**src/rtl/bin_window_feeder_if.sv**
```systemverilog
// Handshake and data bus between the binary window feeder and its neighbours
// (row/weight source, XNOR-popcount multiplier, result sink).
interface bin_window_feeder_if;
    logic [6:0]  w_in;
    logic        w_load;
    logic [6:0]  row_in;
    logic        row_valid;
    logic        row_ready;
    logic        flush;
    logic [48:0] img;
    logic [48:0] w;
    logic        mult_rst;
    logic        acc_en;
    logic [6:0]  popcnt_in;
    logic        res_valid;
    logic        res_ready;
    logic [6:0]  res_data;
    logic        res_bit;
    logic        busy;

    modport master (
        output w_in, w_load, row_in, row_valid, flush, popcnt_in, res_ready,
        input  row_ready, img, w, mult_rst, acc_en, res_valid, res_data, res_bit, busy
    );

    modport slave (
        input  w_in, w_load, row_in, row_valid, flush, popcnt_in, res_ready,
        output row_ready, img, w, mult_rst, acc_en, res_valid, res_data, res_bit, busy
    );
endinterface

```
**src/rtl/bin_window_feeder.sv**
```systemverilog
// Sequencer that shift-loads a 7x7 binary kernel and sliding image window,
// strobes the XNOR-popcount multiplier for 7 rows and returns the thresholded sum.
module bin_window_feeder #(
    parameter int THRESH = 25
) (
    input  logic               clk,
    input  logic               rst,
    bin_window_feeder_if.slave bus_io
);
    typedef enum logic [2:0] {FILL, CLEAR, ACC, WAIT, OUT} state_e;

    localparam logic [6:0] THRESH_C = 7'(THRESH);

    state_e      state_q, state_d;
    logic [2:0]  row_cnt_q, row_cnt_d;
    logic [2:0]  step_q, step_d;
    logic [48:0] img_q, img_d;
    logic [48:0] w_q, w_d;
    logic [6:0]  res_data_q, res_data_d;
    logic        res_bit_q, res_bit_d;

    logic in_fill, row_acc, res_hs;

    assign in_fill = (state_q == FILL);
    assign row_acc = in_fill && !bus_io.flush && bus_io.row_valid;
    assign res_hs  = (state_q == OUT) && bus_io.res_ready;

    always_ff @(posedge clk) begin
        if (rst) state_q <= FILL;
        else     state_q <= state_d;
    end

    // A flush always wins over starting a window in the same cycle.
    always_comb begin
        state_d = state_q;
        case (state_q)
            FILL:    if (!bus_io.flush && (row_cnt_q == 3'd7 || (row_acc && row_cnt_q == 3'd6)))
                         state_d = CLEAR;
            CLEAR:   state_d = ACC;
            ACC:     if (step_q == 3'd6) state_d = WAIT;
            WAIT:    state_d = OUT;
            OUT:     if (bus_io.res_ready) state_d = FILL;
            default: state_d = FILL;
        endcase
    end

    always_comb begin
        row_cnt_d  = row_cnt_q;
        img_d      = img_q;
        w_d        = w_q;
        res_data_d = res_data_q;
        res_bit_d  = res_bit_q;
        step_d     = (state_q == ACC) ? step_q + 3'd1 : 3'd0;

        if (in_fill && bus_io.w_load)
            w_d = {w_q[41:0], bus_io.w_in};

        if (in_fill && bus_io.flush) begin
            row_cnt_d = 3'd0;
            img_d     = '0;
        end else if (row_acc) begin
            img_d     = {img_q[41:0], bus_io.row_in};
            row_cnt_d = (row_cnt_q == 3'd7) ? 3'd7 : row_cnt_q + 3'd1;
        end

        // Multiplier output is registered, so the sum is settled during WAIT.
        if (state_q == WAIT) begin
            res_data_d = bus_io.popcnt_in;
            res_bit_d  = (bus_io.popcnt_in >= THRESH_C);
        end

        // Vertical stride 1: keep six rows so one more accept fires a window.
        if (res_hs)
            row_cnt_d = 3'd6;
    end

    always_ff @(posedge clk) begin
        if (rst) begin
            row_cnt_q  <= 3'd0;
            step_q     <= 3'd0;
            img_q      <= '0;
            w_q        <= '0;
            res_data_q <= 7'd0;
            res_bit_q  <= 1'b0;
        end else begin
            row_cnt_q  <= row_cnt_d;
            step_q     <= step_d;
            img_q      <= img_d;
            w_q        <= w_d;
            res_data_q <= res_data_d;
            res_bit_q  <= res_bit_d;
        end
    end

    always_comb begin
        bus_io.row_ready = in_fill && !bus_io.flush;
        bus_io.mult_rst  = (state_q == CLEAR);
        bus_io.acc_en    = (state_q == ACC);
        bus_io.res_valid = (state_q == OUT);
        bus_io.busy      = !in_fill;
        bus_io.img       = img_q;
        bus_io.w         = w_q;
        bus_io.res_data  = res_data_q;
        bus_io.res_bit   = res_bit_q;
    end
endmodule
```
**src/flat_wrapper.sv**
```systemverilog
// flat-port wrapper written by rule: the top's interface ports become plain ports
module bin_window_feeder_flat 
#(
    parameter int THRESH = 25
)
  (clk, rst, bus_io_w_in, bus_io_w_load, bus_io_row_in, bus_io_row_valid, bus_io_flush, bus_io_popcnt_in, bus_io_res_ready, bus_io_row_ready, bus_io_img, bus_io_w, bus_io_mult_rst, bus_io_acc_en, bus_io_res_valid, bus_io_res_data, bus_io_res_bit, bus_io_busy);
  bin_window_feeder_if bus_io_i ();
  input  logic clk;
  input  logic rst;
  input wire logic [$bits(bus_io_i.w_in)-1:0] bus_io_w_in;
  input wire logic [$bits(bus_io_i.w_load)-1:0] bus_io_w_load;
  input wire logic [$bits(bus_io_i.row_in)-1:0] bus_io_row_in;
  input wire logic [$bits(bus_io_i.row_valid)-1:0] bus_io_row_valid;
  input wire logic [$bits(bus_io_i.flush)-1:0] bus_io_flush;
  input wire logic [$bits(bus_io_i.popcnt_in)-1:0] bus_io_popcnt_in;
  input wire logic [$bits(bus_io_i.res_ready)-1:0] bus_io_res_ready;
  output wire logic [$bits(bus_io_i.row_ready)-1:0] bus_io_row_ready;
  output wire logic [$bits(bus_io_i.img)-1:0] bus_io_img;
  output wire logic [$bits(bus_io_i.w)-1:0] bus_io_w;
  output wire logic [$bits(bus_io_i.mult_rst)-1:0] bus_io_mult_rst;
  output wire logic [$bits(bus_io_i.acc_en)-1:0] bus_io_acc_en;
  output wire logic [$bits(bus_io_i.res_valid)-1:0] bus_io_res_valid;
  output wire logic [$bits(bus_io_i.res_data)-1:0] bus_io_res_data;
  output wire logic [$bits(bus_io_i.res_bit)-1:0] bus_io_res_bit;
  output wire logic [$bits(bus_io_i.busy)-1:0] bus_io_busy;
  assign bus_io_i.w_in = bus_io_w_in;
  assign bus_io_i.w_load = bus_io_w_load;
  assign bus_io_i.row_in = bus_io_row_in;
  assign bus_io_i.row_valid = bus_io_row_valid;
  assign bus_io_i.flush = bus_io_flush;
  assign bus_io_i.popcnt_in = bus_io_popcnt_in;
  assign bus_io_i.res_ready = bus_io_res_ready;
  assign bus_io_row_ready = bus_io_i.row_ready;
  assign bus_io_img = bus_io_i.img;
  assign bus_io_w = bus_io_i.w;
  assign bus_io_mult_rst = bus_io_i.mult_rst;
  assign bus_io_acc_en = bus_io_i.acc_en;
  assign bus_io_res_valid = bus_io_i.res_valid;
  assign bus_io_res_data = bus_io_i.res_data;
  assign bus_io_res_bit = bus_io_i.res_bit;
  assign bus_io_busy = bus_io_i.busy;
  bin_window_feeder #(.THRESH(THRESH)) u_core (.clk(clk), .rst(rst), .bus_io(bus_io_i));
endmodule
```
**config.mk**
```make
export PLATFORM = sky130hd
export DESIGN_NAME = bin_window_feeder_flat
export DESIGN_NICKNAME = d
export VERILOG_FILES = /design/src/rtl/bin_window_feeder_if.sv /design/src/rtl/bin_window_feeder.sv /design/src/flat_wrapper.sv
export SDC_FILE = /design/constraint.sdc
export NUM_CORES = 1
export LEC_CHECK = 0
export CAP_MARGIN = 15
export CORE_AREA = 2 2 96 98
export DETAILED_ROUTE_END_ITERATION = 10
export DIE_AREA = 0 0 98 100
export PLACE_DENSITY = 0.83
export SYNTH_ARGS = -nofsm -noshare
export SYNTH_HDL_FRONTEND = slang
export SYNTH_SLANG_ARGS = --single-unit
```
**constraint.sdc**
```tcl
create_clock -name clk -period 3.5 [get_ports clk]
set_clock_uncertainty 0.05 [all_clocks]
set_input_delay 0.525 -clock clk [delete_from_list [all_inputs] [get_ports clk]]
set_output_delay 0.525 -clock clk [all_outputs]
set_load 0.02 [all_outputs]
```
==> results.json, run 1 <==
{
  "synthesis.area_sq_um": 4173,
  "antenna_found_initial": 0,
  "maxCapViolations": 0,
  "start_util": 0.4694,
  "place_congestion": 0.8215,
  "syn-num-nets": 547,
  "place_hpwl_mm": 6.678,
  "die_w_um": 98,
  "hold_buffers": 0,
  "die-area_sq_um": 9800,
  "grtUsageTotal": 0.2125,
  "r2r_slack_ns": 1.38,
  "hold_violations": 0,
  "crit_type": "flip-flop to primary output",
  "power.leakage_nw": 2.110,
  "post-place-ws_ns": 1.070,
  "fin_ws_ns": 0.7013,
  "mostFrequentLayoutCells": "203 x nand2_1, 136 x clkdlybuf4s50_1, 115 x dfxtp_1",
  "tightestPinTransition_ns": 0.7520,
  "p_clk_frac": 0.451,
  "status": "finished clean",
  "clkTransAtPathRegs_ns": 0.06,
  "die_h_um": 100,
  "finalWirelength_mm": 10.17,
  "clock.fmax_ghz": 0.3573,
  "grt_pass1_vias": 3666,
  "pwr-share-seq": 0.405,
  "drt_iter0_markers": 194,
  "port-buffer-count": 137,
  "worstSkewPairLatency_ns": 0.50,
  "seq_area_frac_synth": 0.5517,
  "grt_pass1_wl_mm": 16.91,
  "cts_tree": "yes",
  "final_common_cell": "nand2_1",
  "htreeDepth": 4,
  "synthCells": 516,
  "start_kind": "flip-flop",
  "cts_setup_buffers": 0,
  "period_minus_slack_ns": 2.799,
  "combPwrFrac": 0.144,
  "grt-ovfl-total": 0,
  "ir_drop_mv": 0.4169,
  "clock_sinks": 115,
  "period_share": 0.7996,
  "avgViaCountPerCell": 5.024,
  "routedWlPerCell_um": 13.30,
  "worst_hold_path_type": "flip-flop to flip-flop",
  "drc": 0,
  "crit_start": "u_core.state_q[1]",
  "grt_max_degree": 64,
  "root_buffer": "clkbuf_8",
  "p_total_w": 0.003429,
  "tns_ns": 0,
  "via_count": 3843,
  "postSynthAreaPerCell_sq_um": 8.087,
  "power_density_nw_per_um2": 562.3,
  "cp-end-kind": "primary output",
  "power.internal_w": 0.002462,
  "rows": 35,
  "setup_viol": 0,
  "ys_types": 33,
  "drv_slew": 0,
  "crit_required_ns": 2.92,
  "crit_path_max_fanout": 7,
  "async_flop_share": 0,
  "cts_resized": 0,
  "drtAntennaViolNets": 0,
  "grt_setup_unrepaired": "false",
  "numCtsBuffers": 17,
  "p_sw_w": 0.0009671,
  "synth_edf_count": 0,
  "relSlewSlack": 0.4981,
  "drt_pre_antenna_iters": 4,
  "ys.flop_type": "dfxtp_1",
  "r2r-start": "u_core.state_q[1]",
  "synth_warnings": 0,
  "critPathArrivalTime_ns": 2.22,
  "io_pins": 138,
  "ys_ff_latch": 115,
  "layout-drive-gt1-share": 0.06422,
  "final_nets": 673,
  "clk_path_buf_depth": 2,
  "area.growth.synth_to_final_pct": 46.15,
  "coreArea_sq_um": 8890,
  "min-delay-start": "u_core.step_q[0]",
  "antennaDiodeCount": 0,
  "swShare": 0.2821
}
-- synth_stat cells, drive strengths merged (2+ instances only) --
cell type | count | share of area
nand3b | 2 | 0.0036
buf | 13 | 0.024
o21ai | 2 | 0.0024
nor2 | 17 | 0.015
nand3 | 2 | 0.0024
a21oi | 102 | 0.12
clkbuf | 23 | 0.021
inv | 5 | 0.0045
dfxtp | 115 | 0.55
nor3b | 4 | 0.0099
ha | 4 | 0.012
nand2b | 2 | 0.0030
mux2i | 7 | 0.017
nand2 | 203 | 0.18
nor3 | 2 | 0.0051
-- sequential cells by signal (all words and copies together), names as in the netlist --
register,flops
u_core.bus_io.img,49
u_core.bus_io.w,49
u_core.bus_io.res_data,7
u_core.row_cnt_q,3
u_core.state_q,3
u_core.step_q,3
u_core.bus_io.res_bit,1
-- final timing paths --
kind	endpoint	depth (start not counted)
worst max register to register	u_core.bus_io.img[16]	6
worst max-delay path	bus_io_acc_en	3
worst min register to register	u_core.step_q[0]	1
worst min-delay path	u_core.step_q[0]	1
-- final cells by class --
cell class              count  area, sq um
clock inverters            14        133.9
fillers                   699         2791
well taps                 111        138.9
clock buffers              17        414.1
multi-input cells         360         1667
inverters                   5        18.77
repair buffers            143         1424
flip-flops and latches    115         2302
-- power groups by stage --
stage               logic [W]  registers, W  clock network [W]
floorplan            0.000304       0.00144                  0
global placement     0.000492       0.00141                  0
detailed placement   0.000494       0.00141                  0
CTS                  0.000495       0.00139            0.00158
global route         0.000542       0.00139            0.00165
finish               0.000494       0.00139            0.00155
-- critical path, stage by stage (launching register included) --
cell             delay (ns)
dfxtp_1                0.49
inv_1                  0.09
nor3_1                 0.43
clkdlybuf4s50_1        0.71
-- layer usage --
metal,global-route usage,vias up,share of wire
li1,-,1935,-
met1,0.2515,1769,0.42
met2,0.3477,122,0.49
met3,0.08774,17,0.076
met4,0.07906,0,0.017
met5,0,-,0
-- per-stage QoR --
step	util	hold slack (ns)	cells	instance area, sq um
3_5_place_dp	0.6243	0.3883	734	5550
3_3_place_gp	0.6243	0.3769	734	5550
5_1_grt	0.6860	0.4273	765	6098
4_1_cts	0.6860	0.4016	765	6098
6_report	0.6860	0.3965	765	6098
2_1_floorplan	-	0.3673	516	4173
-- cells by family (layout without fill, tap and decap cells) --
kind of cell,after synthesis,after routing,share of synthesized area
and+or+nand+nor,236,236,0.2285
buffers and inverters,41,179,0.04887
muxes,7,7,0.01679
xor gates and xnor gates,1,1,0.002099
DFF,115,115,0.5517
adders and majority gates,4,4,0.01199
AOI/OAI and AO/OA,112,112,0.1400
(Power assumes the default switching activity.)
==> run 2, diff against run 1 <==
- CORE_AREA: 2 2 96 98 -> 2 2 104 106
- DIE_AREA: 0 0 98 100 -> 0 0 106 108
- PLACE_DENSITY: 0.83 -> 0.75
- clock period: 3.5 -> 2.54 ns (I/O delays scaled with it)
==> run 2 against run 1 <==
  * Non-clock buffer count increased by 2
  * Clock-buffer cell count rose by 1
  * Critical path depth decreased by 1
  * Largest power group unchanged
==> results.json, run 2 (synthesis results as in run 1) <==
{
  "nFillCells": 918,
  "power.internal_w": 0.003569,
  "worstSkewPairLatency_ns": 0.50,
  "die_h_um": 108,
  "min-delay-start": "rst",
  "grt_pass1_wl_mm": 16.83,
  "clk_path_buf_depth": 2,
  "numCtsBuffers": 17,
  "busiest_layer": "met2",
  "via_count": 3803,
  "die_w_um": 106,
  "grtUsageMet3": 0.09584,
  "mostFrequentLayoutCells": "203 x nand2_1, 135 x clkdlybuf4s50_1, 115 x dfxtp_1",
  "tns_ns": 0,
  "final_common_cell": "nand2_1",
  "hold_violations": 0,
  "start_kind": "flip-flop",
  "io_pins": 138,
  "ir_drop_mv": 0.4150,
  "worst_hold_path_type": "primary input to flip-flop",
  "place_congestion": 0.7758,
  "clock.fmax_ghz": 0.4151,
  "avgViaCountPerCell": 4.796,
  "port-buffer-count": 137,
  "r2r-start": "u_core.state_q[0]",
  "grtUsageMet1": 0.2165,
  "pwr-share-seq": 0.384,
  "drt_pre_antenna_iters": 6,
  "period_share": 0.9485,
  "grt-ovfl-total": 0,
  "p_total_w": 0.004974,
  "fin_ws_ns": 0.1308,
  "hold_buffers": 0,
  "clock_sinks": 115,
  "area.growth.synth_to_final_pct": 49.24,
  "drtAntennaViolNets": 0,
  "p_sw_w": 0.001405,
  "cp-end-kind": "primary output",
  "antenna_found_initial": 0,
  "grt_max_degree": 52,
  "die-area_sq_um": 11450,
  "grt_pass1_vias": 3481,
  "post-place-ws_ns": 0.4760,
  "setup_viol": 0,
  "layout-drive-gt1-share": 0.07154,
  "final_nets": 675,
  "tightestPinTransition_ns": 0.5577,
  "grt_setup_unrepaired": "false",
  "combPwrFrac": 0.144,
  "root_buffer": "clkbuf_8",
  "drt_iter0_markers": 211,
  "rows": 37,
  "swShare": 0.2825,
  "coreArea_sq_um": 10230,
  "instances_no_fill": 793,
  "use_met2": 0.3005,
  "clkTransAtPathRegs_ns": 0.06,
  "status": "finished clean",
  "crit_start": "u_core.state_q[0]",
  "finalWirelength_mm": 10.45,
  "htreeDepth": 4,
  "antennaDiodeCount": 0,
  "cts_tree": "yes",
  "crit_type": "flip-flop to primary output",
  "power_density_nw_per_um2": 798.7,
  "drc": 0,
  "start_util": 0.4079,
  "critPathArrivalTime_ns": 1.98,
  "grtUsageTotal": 0.1845,
  "drv_slew": 0,
  "crit_path_max_fanout": 7,
  "power.leakage_nw": 2.177,
  "placedCellCount": 760,
  "routedWlPerCell_um": 13.17,
  "place_hpwl_mm": 6.806,
  "period_minus_slack_ns": 2.409,
  "whs_ns": 0.1873,
  "crit_required_ns": 2.11,
  "relSlewSlack": 0.6271,
  "p_clk_frac": 0.472,
  "maxCapViolations": 0
}
==> run 2: cell count changes in the layout (fill, tap and decap cells not counted), moves of 2 or more <==
| cell | previous run | this run |
|---|---|---|
| clkinv_4 | 7 | 2 |
| inv_6 | 2 | 7 |
| buf_12 | 1 | 3 |
| clkinv_2 | 2 | 0 |
==> run 2: power by group through the flow <==
stage,combinational (W),sequential (W),clock (W)
floorplan,0.000420,0.00199,0
global placement,0.000694,0.00194,0
detailed placement,0.000701,0.00195,0
CTS,0.000706,0.00191,0.00240
global route,0.000774,0.00192,0.00250
finish,0.000715,0.00191,0.00235
==> run 2: metrics by stage <==
step | utilization | area (sq um)
global route | 0.6087 | 6227
finish | 0.6087 | 6227
detailed placement | 0.5487 | 5614
global placement | 0.5487 | 5614
CTS | 0.6072 | 6212
floorplan | - | 4173
==> run 2: worst paths after layout <==
path                                to  slack, ns  cells after the start
min          u_core.bus_io.res_data[0]       0.19                      2
min reg2reg      u_core.bus_io.img[44]       0.41                      2
max reg2reg        u_core.bus_io.w[21]       0.72                      6
max                    bus_io_mult_rst       0.13                      2
==> run 2: layer usage <==
layer | part of all wire | wire length, um
met5 | 0 | 0
met3 | 0.088 | 916
met1 | 0.44 | 4591
met2 | 0.47 | 4893
met4 | 0.0044 | 46
==> run 2: what timing repair did <==
action	in CTS	in global routing
setup buffers	0	1
endpoints found under the setup margin	1	3
gates resized for setup	1	2
pin swaps	0	1
==> run 2: worst max-delay path: stages, from the launching register on <==
cell and delay, ns:
dfxtp_1 0.50, nor3b_1 0.31, clkdlybuf4s50_1 0.67
==> run 2: final cells by class <==
type / instances / area [sq um] / share of cell area
clock buffers: 18 / 427.9 / 0.06872
clock inverters: 14 / 165.2 / 0.02652
inverters: 5 / 18.77 / 0.003014
multi-input cells: 360 / 1677 / 0.2692
flip-flops and latches: 115 / 2302 / 0.3697
well taps: 136 / 170.2 / 0.02733
repair buffers: 145 / 1466 / 0.2355
==> run 3, diff against run 2 <==
- SKIP_LAST_GASP: default -> 1
==> results of run 3 <==
Same layout as run 2: the final DEF is identical, and so are final timing and power.
